[config.mk]
export PLATFORM = sky130hd
export DESIGN_NAME = atpg_pattern_sequencer_flat
export DESIGN_NICKNAME = d
export VERILOG_FILES = /design/src/rtl/atpg_pattern_sequencer_pkg.sv /design/src/rtl/atpg_pattern_sequencer_if.sv /design/src/rtl/atpg_pattern_sequencer_ram.sv /design/src/rtl/atpg_pattern_sequencer.sv /design/src/flat_wrapper.sv
export SDC_FILE = /design/constraint.sdc
export NUM_CORES = 1
export LEC_CHECK = 0
export ABC_CLOCK_PERIOD_IN_PS = 2000
export BUFFER_PORTS_ARGS = -buffer_cell sky130_fd_sc_hd__buf_2
export CAP_MARGIN = 10
export CORE_MARGIN = 3
export CORE_UTILIZATION = 43
export CTS_CLUSTER_DIAMETER = 200
export DETAILED_ROUTE_END_ITERATION = 8
export GPL_TIMING_DRIVEN = 0
export PLACE_DENSITY = 0.67
export SKIP_LAST_GASP = 1
export SLEW_MARGIN = 40
export SYNTH_ARGS = -nofsm -noshare
export SYNTH_HDL_FRONTEND = slang
export SYNTH_SLANG_ARGS = --single-unit
[constraint.sdc]
create_clock -name clk -period 2 [get_ports clk]
set_input_delay 0.4 -clock clk [delete_from_list [all_inputs] [get_ports clk]]
set_output_delay 0.4 -clock clk [all_outputs]
set_load 0.05 [all_outputs]
[src/rtl/atpg_pattern_sequencer_pkg.sv]
// atpg_seq_pkg: shared states, pattern-entry layout and default timing for the ATPG sequencer.
// The xm field exists only when ATPG_XMASK_EN is defined.
package atpg_seq_pkg;
   localparam int STIM_W     = 4;
   localparam int HOLD_CYC_D = 8;
   localparam int CAPT_CYC_D = 1;
   typedef enum logic [2:0] {IDLE, INIT, LAUNCH, REPORT, DONE} state_t;
   typedef struct packed {
      logic [STIM_W-1:0] v1;
      logic [STIM_W-1:0] v2;
      logic              exp;
`ifdef ATPG_XMASK_EN
      logic              xm;
`endif
   } pat_t;
endpackage

[src/rtl/atpg_pattern_sequencer_if.sv]
// atpg_pattern_sequencer_if: per-pattern result stream from the sequencer to a logger.
interface atpg_pattern_sequencer_if #(parameter int PAT_AW = 2);
   logic              res_valid;
   logic              res_ready;
   logic [PAT_AW-1:0] res_idx;
   logic              res_y;
   logic              res_pass;
   modport master (output res_valid, res_idx, res_y, res_pass, input res_ready);
   modport slave  (input res_valid, res_idx, res_y, res_pass, output res_ready);
endinterface

[src/rtl/atpg_pattern_sequencer_ram.sv]
// atpg_pattern_ram: pattern register file, one write port and one registered read port.
// Read is write-first so a pattern written in the start cycle is seen by the run.
module atpg_pattern_ram
   import atpg_seq_pkg::*;
#(
   parameter int NUM_PAT = 4,
   parameter int PAT_AW  = 2
) (
   input  logic              clk,
   input  logic              we,
   input  logic [PAT_AW-1:0] waddr,
   input  pat_t              wdata,
   input  logic [PAT_AW-1:0] raddr,
   output pat_t              rdata
);
   pat_t mem [NUM_PAT];
   always_ff @(posedge clk) begin
      if (we) mem[waddr] <= wdata;
      rdata <= (we && waddr == raddr) ? wdata : mem[raddr];
   end
endmodule

[src/rtl/atpg_pattern_sequencer.sv]
// atpg_pattern_sequencer: applies init/launch pattern pairs, captures y and streams pass/fail results.
// Define ATPG_XMASK_EN to add a per-pattern x-mask (pat_xm) that forces a pass.
module atpg_pattern_sequencer
   import atpg_seq_pkg::*;
#(
   parameter int NUM_IN   = STIM_W,
   parameter int NUM_PAT  = 4,
   parameter int PAT_AW   = 2,
   parameter int HOLD_CYC = HOLD_CYC_D,
   parameter int CAPT_CYC = CAPT_CYC_D
) (
   input  logic                clk,
   input  logic                rst,
   input  logic                pat_we,
   input  logic [PAT_AW-1:0]   pat_addr,
   input  logic [NUM_IN-1:0]   pat_v1,
   input  logic [NUM_IN-1:0]   pat_v2,
   input  logic                pat_exp,
`ifdef ATPG_XMASK_EN
   input  logic                pat_xm,
`endif
   input  logic                start,
   output logic [NUM_IN-1:0]   stim,
   input  logic                dut_y,
   output logic                busy,
   output logic                done,
   output logic [PAT_AW:0]     fail_cnt,
   atpg_pattern_sequencer_if.master res
);
   localparam int CW = $clog2(HOLD_CYC + 1);
   state_t            state, state_n;
   logic [CW-1:0]     cnt, cnt_n;
   logic [PAT_AW-1:0] idx, idx_n;
   logic [PAT_AW:0]   fail_n;
   logic              y_q, pass_q, capture, hit, we;
   pat_t              wr, rd;
   always_comb begin
      wr.v1  = pat_v1;
      wr.v2  = pat_v2;
      wr.exp = pat_exp;
`ifdef ATPG_XMASK_EN
      wr.xm  = pat_xm;
`endif
   end
   assign we = pat_we && !busy && (int'(pat_addr) < NUM_PAT);
   // Read address follows the next index so the entry is ready when INIT begins.
   atpg_pattern_ram #(.NUM_PAT(NUM_PAT), .PAT_AW(PAT_AW)) u_ram (
      .clk(clk), .we(we), .waddr(pat_addr), .wdata(wr), .raddr(idx_n), .rdata(rd)
   );
   assign busy    = state inside {INIT, LAUNCH, REPORT};
   assign done    = state == DONE;
   assign stim    = state == INIT ? rd.v1 : (state == LAUNCH || state == REPORT) ? rd.v2 : '0;
   assign capture = state == LAUNCH && cnt == CW'(CAPT_CYC);
`ifdef ATPG_XMASK_EN
   assign hit = (dut_y == rd.exp) || rd.xm;
`else
   assign hit = dut_y == rd.exp;
`endif
   assign res.res_valid = state == REPORT;
   assign res.res_idx   = idx;
   assign res.res_y     = y_q;
   assign res.res_pass  = pass_q;
   always_comb begin
      state_n = state;
      cnt_n   = cnt + 1'b1;
      idx_n   = idx;
      fail_n  = fail_cnt;
      case (state)
         IDLE: begin
            cnt_n = '0;
            if (start) begin
               state_n = INIT;
               idx_n   = '0;
               fail_n  = '0;
            end
         end
         INIT, LAUNCH: begin
            if (cnt == CW'(HOLD_CYC - 1)) begin
               state_n = state == INIT ? LAUNCH : REPORT;
               cnt_n   = '0;
            end
         end
         REPORT: begin
            cnt_n = '0;
            if (res.res_ready) begin
               fail_n  = (!pass_q && fail_cnt != '1) ? fail_cnt + 1'b1 : fail_cnt;
               state_n = idx == PAT_AW'(NUM_PAT - 1) ? DONE : INIT;
               idx_n   = idx == PAT_AW'(NUM_PAT - 1) ? idx : idx + 1'b1;
            end
         end
         default: begin
            state_n = IDLE;
            cnt_n   = '0;
         end
      endcase
   end
   always_ff @(posedge clk) begin
      if (rst) begin
         state    <= IDLE;
         cnt      <= '0;
         idx      <= '0;
         fail_cnt <= '0;
         y_q      <= 1'b0;
         pass_q   <= 1'b0;
      end else begin
         state    <= state_n;
         cnt      <= cnt_n;
         idx      <= idx_n;
         fail_cnt <= fail_n;
         if (capture) begin
            y_q    <= dut_y;
            pass_q <= hit;
         end
      end
   end
endmodule

[src/flat_wrapper.sv]
// flat-port wrapper written by rule: the top's interface ports become plain ports
module atpg_pattern_sequencer_flat import atpg_seq_pkg::*;
#(
   parameter int NUM_IN   = STIM_W,
   parameter int NUM_PAT  = 4,
   parameter int PAT_AW   = 2,
   parameter int HOLD_CYC = HOLD_CYC_D,
   parameter int CAPT_CYC = CAPT_CYC_D
)
  (clk, rst, pat_we, pat_addr, pat_v1, pat_v2, pat_exp, start, stim, dut_y, busy, done, fail_cnt, res_res_valid, res_res_idx, res_res_y, res_res_pass, res_res_ready);
  atpg_pattern_sequencer_if #(.PAT_AW(PAT_AW)) res_i ();
  input  logic clk;
  input  logic rst;
  input  logic pat_we;
  input  logic [PAT_AW-1:0] pat_addr;
  input  logic [NUM_IN-1:0] pat_v1;
  input  logic [NUM_IN-1:0] pat_v2;
  input  logic pat_exp;
  input  logic start;
  output logic [NUM_IN-1:0] stim;
  input  logic dut_y;
  output logic busy;
  output logic done;
  output logic [PAT_AW:0] fail_cnt;
  output wire logic [$bits(res_i.res_valid)-1:0] res_res_valid;
  output wire logic [$bits(res_i.res_idx)-1:0] res_res_idx;
  output wire logic [$bits(res_i.res_y)-1:0] res_res_y;
  output wire logic [$bits(res_i.res_pass)-1:0] res_res_pass;
  input wire logic [$bits(res_i.res_ready)-1:0] res_res_ready;
  assign res_res_valid = res_i.res_valid;
  assign res_res_idx = res_i.res_idx;
  assign res_res_y = res_i.res_y;
  assign res_res_pass = res_i.res_pass;
  assign res_i.res_ready = res_res_ready;
  atpg_pattern_sequencer #(.NUM_IN(NUM_IN), .NUM_PAT(NUM_PAT), .PAT_AW(PAT_AW), .HOLD_CYC(HOLD_CYC), .CAPT_CYC(CAPT_CYC)) u_core (.clk(clk), .rst(rst), .pat_we(pat_we), .pat_addr(pat_addr), .pat_v1(pat_v1), .pat_v2(pat_v2), .pat_exp(pat_exp), .start(start), .stim(stim), .dut_y(dut_y), .busy(busy), .done(done), .fail_cnt(fail_cnt), .res(res_i));
endmodule
Yosys cells after proc, flatten, opt, wreduce, memory -nomap -nowiden:

Memory sizes are Yosys's and may differ from the RTL's. A register that Yosys moved wholly into a read port is not among the register bits.
Index checks and enable logic that the tools add are counted.

* register bits: 14
* latch bits: 0
* RAM bits: 36
* bits in read-only memories: 0
* input port bits: 17
* output and inout port bits: 14
* memories kept: 1

Memories
* u_core.u_ram.mem: depth 4, width 9, rd ports 1, clocked after Yosys merged registers in 1, write ports 1, RTL line atpg_pattern_sequencer_ram.sv:16 `pat_t mem [NUM_PAT];`

* add/sub/neg operators: 3
* multipliers: 0
* div/mod/pow operators: 0
* magnitude comparators: 0
* equal/unequal tests: 13
* shifts and indexed selects: 0
* multiplexer cells: 18
* bitwise gates (word level): 1
* reduce and logical (&&, ||, !) cells: 13

Operators by type and width (number)
* 2-to-1 mux 3 bit: 7
* one-hot mux 3 bit (3 select lines): 1
* 2-to-1 mux 4 bit: 2
* equality test 3 x 2 -> 1 bit, second input constant: 2
* 2-to-1 mux 2 bit: 3
* inequality test 2 x 1 -> 1 bit, second input constant: 3
* one-hot mux 3 bit (2 select lines): 1
* adder 4 x 1 -> 4 bit, second input constant: 1
* equality test 4 x 1 -> 1 bit, second input constant: 1
* equality test 4 x 3 -> 1 bit, second input constant: 1
* one-hot mux 2 bit (2 select lines): 1
* AND reduction 4 bit: 1
* adder 3 x 1 -> 3 bit, second input constant: 1
* equality test 3 x 1 -> 1 bit, second input constant: 1
* equality test 3 bit, second input constant: 1
* logical AND 1 bit: 3
* zero test 3 bit: 1
* 2-to-1 mux 1 bit: 3
* inequality test 3 bit, second input constant: 1
* AND reduction 3 bit: 1
* nonzero test 3 bit: 1
* OR reduction 3 bit: 1
* adder 2 x 1 -> 2 bit, second input constant: 1
* equality test 2 bit, second input constant: 1
* 7 further kinds: 8

Depth between registers and ports, before layout:

Gate-level depths: netlist of the first run.

* word-level depth: 6
* mapped depth: 5

Cells and area by module:

Synthesis of the first run repeated with hierarchy kept, for this count alone.

* cell total of the unflattened synthesis: 141
* area, all modules: 2150.8 um^2

Modules (own cells, without submodules)
* atpg_pattern_ram: instances 1, cells each 53, area an instance 1371.3 um^2
* atpg_pattern_sequencer: instances 1, cells each 88, area an instance 779.5 um^2

Worst setup path before layout of the first run:

OpenSTA, ideal clock, no wires.

* kind: reg-to-output
* from: register u_core.state[1]
* to: output done
* arrival time: 1594 ps
* data required time: 1600 ps
* slack: 6 ps
* cell stages (with the launch flop): 3
* path through: dfxtp_1 clkbuf_1 nor3_1

* word-level cells in the longest chain between the ends: 1

RTL lines
* from (decl): RTL line atpg_pattern_sequencer.sv:31 `state_t state, state_n;`
* from (signal assigned): RTL line atpg_pattern_sequencer.sv:106 `state <= state_n;`
* equality test 3 bit: RTL line atpg_pattern_sequencer.sv:51 `assign done = state == DONE;`
* to (decl): RTL line flat_wrapper.sv:23 `output logic done;`

Every way passes these cells.

==> results.ini, run 1 <==
[final_layout]
syn_to_final_growth_pct=19.9
drive_above_1_share_pct=34.2
multi_input_area_sq_um=733
fin_util_pct=53.8
antenna_cells=0
regArea_sq_mm=0.00140
instances_no_fill=254
n_fill_cell=426
layout.nets=207

[global_route]
grt_max_degree=18
grt_usage_pct=14.3
overflow=0
first_global_vias=1323
grt_pass1_wl_mm=6.40
antenna_found_initial=0

[setup_path]
cp_max_fo=5
crit_chain=buf_8, mux4_2, a22oi_1, nor2_1, buf_6
critical_path_buf_inv_count=2
cpMaxStageDelayCell=mux4_2
cp.required_ns=1.60
critPathLaunchType=flop
r2r_cells=4
crit_family=multiplexers
crit_type=reg -> out
cp.arrival_ns=1.73
path_depth=5
critPathCaptureType=primary output
crit_path_max_incr_delay_ns=0.50

[sta]
hold_violations=0
timing.hold.ws_ns=0.310
tightest_slew_ns=0.471
tns_ns=-0.474
clock.fmax_mhz=469
rsz0062_at_grt=yes
finalSetupViolations=4
slew_violations=0
slew_headroom_pct=68.6
finalCriticalPeriod_ns=2.13
period_share_pct=107
setup_ws_ns=-0.132
fin_worst_skew_ns=0.00527

[logic_synthesis]
avgSynthCellArea_sq_um=14.7
synth.area.top_cells=edfxtp_1 (50%), dfxtp_1 (15%), mux4_2 (9.4%)
synthSimpleGateAreaFrac_pct=10.6
ys_async_sr_fraction_pct=0
syn-num-nets=167
synth_cell_type_count=34
synthXorXnorAreaFrac_pct=1.63
synth_top_family_by_area=multiplexers
yosys.area.top_type=edfxtp_1
syn_area_sq_mm=0.00215
yosys_warnings=0
ys_ff_latch=52
muxShareOfSynthArea_pct=11.8
synth_adder_area_share_pct=2.33
synthCells=146
seq_area_frac_synth_pct=65.3
synth_top_area_share_pct=50.4
synth-main-ff-cell=edfxtp_1
synth_compound_area_share_pct=6.06
synth_edf_count=36

[placed_design]
gp_congestion=0.817
dp.cells=244
place_ws_ns=-0.232
io_buffers=30
place_hpwl_mm=2.80

[drt]
first_pass_iters=4
drt_iter0_drc=60
detail_route.vias_per_cell=5.08
ant_nets=0
drc=0
drt-total-wl_mm=3.88
vias=1290
post_drt_wl_per_cell_um=15.3

[clocking]
clock_latency_ns=0.30
ctsLongestPathBuffers=2
cts.reportedPaths.clkPinSlew_ns=0.09
hold_buffers=0
htree_levels=2
cts_made_buffers=5
clock-root-buffer=clkbuf_8
cts_sinks=52
cts_tree=done

[power_and_ir_drop]
power.density_mw_per_mm2=1100
leakage_uw=0.000947
max-vdd-ir-drop_mv=0.776

[job]
cap_violations=0

[run_status]
violations=setup timing
status=finished, violations left

[die]
start_util_pct=44.8
ioPinCount=31
dieWidth_um=76.6
dieArea_sq_mm=0.00587
floorplan.rows=25
core-area_sq_mm=0.00479
die_h_um=76.6

[worst_hold_path]
hold_path.class=in -> reg
holdPathStages=1

[layout by cell type, fill, tap and decap left out, types with 2 or more instances in the layout]
cell / Yosys / routed
mux2i_1: 5 / 5
clkbuf_8: 0 / 5
dfxtp_2: 0 / 2
o21a_1: 2 / 2
buf_4: 0 / 4
nor2_4: 0 / 2
nor3_1: 8 / 8
dfxtp_1: 16 / 14
nor2_1: 15 / 13
a22oi_2: 0 / 2
inv_1: 5 / 5
clkbuf_1: 4 / 2
a22oi_1: 5 / 3
edfxtp_1: 36 / 36
buf_2: 1 / 26
buf_6: 1 / 5
nand3b_1: 3 / 3
nand2_1: 6 / 6
xnor2_1: 4 / 4
ha_1: 4 / 4
nand3_1: 3 / 3
nand2b_1: 2 / 2
mux4_2: 9 / 9
[final timing paths]
kind / to / start / slack (ns)
max reg2reg: u_core.u_ram.mem[3][1] / u_core.state[1] / 0.11
min reg2reg: u_core.fail_cnt[2] / u_core.fail_cnt[2] / 0.50
min: u_core.u_ram.mem[3][6] / pat_v1[1] / 0.31
max: stim[1] / flop / -0.13
[registers in the layout (all words and copies together) (netlist names), named ones only]
signal	cells
u_core.u_ram.mem	36
u_core.state	3
u_core.res.res_y	1
u_core.res.res_pass	1
u_core.res.res_idx	2
u_core.fail_cnt	3
u_core.cnt	4
[worst register-to-register path, delay by kind of cell, from the launching register on]
kind / cells / cell delay [ns]
AO/OA/AOI/OAI: 1 / 0.26
AND/OR/NAND/NOR: 2 / 0.68
flip-flops: 1 / 0.38
buffers and inverters: 1 / 0.24
[per-stage QoR]
stage	instance area [sq um]	power, uW
6_report	2570	2840
3_3_place_gp	2380	2150
5_1_grt	2570	2990
4_1_cts	2530	2820
2_1_floorplan	2150	1970
3_5_place_dp	2390	2170
[synthesized netlist by cell type, drive strengths merged, types with 2 or more instances]
library cell,instances
edfxtp,36
dfxtp,16
nor2,15
mux4,9
nor3,8
nand2,6
a22oi,5
inv,5
mux2i,5
clkbuf,4
ha,4
xnor2,4
nand3,3
nand3b,3
buf,2
nand2b,2
nor2b,2
o21a,2
o21ai,2
[per-layer routing]
layer | GRT usage [%] | vias to the layer above | part of all wire [%]
met4 | 4.89 | 0 | 0.98
met2 | 24.0 | 41 | 50
met5 | 0 | - | 0
met1 | 17.2 | 610 | 41
met3 | 5.08 | 4 | 7.7
li1 | - | 635 | -
[area by class of cell]
cell class,instances,share of cell area [%]
multi-input cells,83,28.5
clock inverters,3,0.826
clock buffers,5,2.67
well taps,67,3.26
flip-flops and latches,52,54.5
inverters,5,0.729
repair buffers,34,7.97
plain buffers,5,1.51
[power breakdown]
part           switching [uW]  internal, uW  total [uW]
Combinational             586           362         949
Clock                     337           249         585
Sequential               46.9          1250        1300
[repair_timing]
item                                    in CTS  in global routing
setup buffers                                1                  1
gates resized for setup                     15                  9
endpoints found under the setup margin      28                 37
cloned                                       1                  0
pin swaps                                    4                  1
[logic make-up after synthesis]
group / count (synthesis)
AO/OA/AOI/OAI: 16
XOR/XNOR: 4
AND/OR/NAND/NOR: 45
flip-flops: 52
multiplexers: 14
buffers and inverters: 11
adder cells (fa/ha/maj): 4
Power figures use the tool's default switching activity.
==> inputs of run 2 (changes only) <==
ABC_CLOCK_PERIOD_IN_PS = 1800   (was 2000)
REMOVE_ABC_BUFFERS = 1   (was unset)
clock period = 1.8 ns   (was 2 ns; I/O delays follow)
==> run 2 against run 1 <==
Effect of this change: highest routed layer unchanged; critical path depth stayed put; the flow still finishes with violations (setup timing); die area is the same; final area shrank 0.44%; sequential power increased by 16%; largest power group unchanged; sequential share of layout area is 0.73 points higher; flip-flop and latch count did not move; global-route usage hardly changed; register-to-register slack worse by 0.05 ns; cell count shrank 2.0%.
==> results.ini, run 2 (synthesized netlist as in run 1, its figures left out) <==
[run_status]
violations=setup timing
status=finished, violations left

[clocking]
cts_tree=done
cts_sinks=52
clock_latency_ns=0.29
ctsLongestPathBuffers=2
cts.reportedPaths.clkPinSlew_ns=0.08
htree_levels=2
clock-root-buffer=clkbuf_8
cts_made_buffers=5

[placed_design]
gp_congestion=0.784
dpl-instance-area_sq_mm=0.00236
io_buffers=30
place_ws_ns=-0.403
place_hpwl_mm=2.79
dp.cells=238

[sta]
finalSetupViolations=4
fin_worst_skew_ns=0.00303
finalCriticalPeriod_ns=2.05
slew_headroom_pct=64.6
slew_violations=0
clock.fmax_mhz=489
rsz0062_at_grt=yes
period_share_pct=114
tightest_slew_ns=0.531
setup_ws_ns=-0.246
hold_violations=0

[setup_path]
crit_type=reg -> out
critPathCaptureType=primary output
timing.rr.start=u_core.fail_cnt[0]
cp_max_fo=5
cp.arrival_ns=1.69
cp.required_ns=1.44
critPathLaunchType=flop

[final_layout]
multi_input_area_sq_um=738
largest_reg_flops=36
top_regs=u_core.u_ram.mem (36), u_core.cnt (4)
regArea_sq_mm=0.00142
n_fill_cell=430
layout_commonest_cell=edfxtp_1
antenna_cells=0
instances_no_fill=249
design_area_sq_mm=0.00256
layout.nets=203
top_register=u_core.u_ram.mem
syn_to_final_growth_pct=19.4
drive_above_1_share_pct=36.8
layout_common_cells=edfxtp_1 (36), buf_2 (26), nor2_1 (11)

[drt]
wl_met3_um=218
ant_nets=0
vias=1329
wl_met2_mm=2.10
detail_route.vias_per_cell=5.34
wl_met1_mm=1.62
top_layer_used=met4
drc=0
first_pass_iters=4
drt-total-wl_mm=3.95
drt_iter0_drc=41
post_drt_wl_per_cell_um=15.8

[power_and_ir_drop]
leakage_uw=0.000928
swShare_pct=33.3
internal_power_uw=2050
max-vdd-ir-drop_mv=0.657
combPwrFrac_pct=31.5
power_frac_seq_pct=49.3
clkPwrFrac_pct=19.2
power.density_mw_per_mm2=1200
finalPower_uw=3070
switchingPower_uw=1020

[die]
core-area_sq_mm=0.00479
floorplan.rows=25
dieWidth_um=76.6
dieArea_sq_mm=0.00587
start_util_pct=44.8
die_h_um=76.6
ioPinCount=31

[worst_hold_path]
hp-start=pat_v1[1]
hold_path.class=in -> reg

[global_route]
grt_pass1_wl_mm=6.53
antenna_found_initial=0
overflow=0
grt_max_degree=18
first_global_vias=1371
grt_usage_pct=14.3

[job]
cap_violations=0

-- run 2: path summary, 6_finish.rpt --
check | end | slack, ns | depth (start not counted)
min reg2reg | u_core.fail_cnt[0] | 0.50 | 2
max reg2reg | u_core.fail_cnt[0] | 0.06 | 5
min | u_core.u_ram.mem[1][6] | 0.28 | 1
max | stim[3] | -0.25 | 5
-- run 2: power groups by stage --
stage	Combinational [uW]	Sequential, uW	Clock, uW
after floorplan	638	1510	0
after global placement	822	1530	0
after detailed placement	840	1530	0
after CTS	938	1500	606
after global routing	1050	1530	660
final	969	1510	590
-- run 2: area by class of cell --
type	instances	area share [%]
clock buffers	5	2.69
inverters	5	0.732
well taps	67	3.27
multi-input cells	83	28.8
flip-flops and latches	52	55.3
repair buffers	35	8.94
clock inverters	2	0.293
-- run 2: worst max-delay path, cell delays in order (launching register included) --
cell,delay [ns]
dfxtp_4,0.37
buf_12,0.12
mux4_2,0.51
a22oi_2,0.17
nor2_1,0.08
buf_6,0.16
-- run 2: routing by layer --
| metal | GRT usage, % | up-vias |
|---|---|---|
| met5 | 0 | - |
| met4 | 3.26 | 0 |
| met3 | 4.26 | 2 |
| met2 | 26.0 | 36 |
| met1 | 16.6 | 669 |
| li1 | - | 622 |
-- run 2: what timing repair did --
item / CTS / global route
buffers inserted: 4 / 0
pin swaps: 0 / 8
hold endpoints to repair: 0 / 0
hold buffers: 0 / 0
gates cloned: 0 / 0
gates resized for setup: 18 / 10
setup endpoints to repair: 45 / 6
-- run 2: through the flow --
stage | utilization (%) | hold slack (ns) | TNS [ns]
2_1_floorplan | - | 0.429 | -2.14
3_3_place_gp | 49.1 | 0.470 | -12.63
3_5_place_dp | 49.4 | 0.493 | -3.77
4_1_cts | 52.8 | 0.267 | -1.09
5_1_grt | 53.5 | 0.268 | -1.30
6_report | 53.5 | 0.276 | -0.945
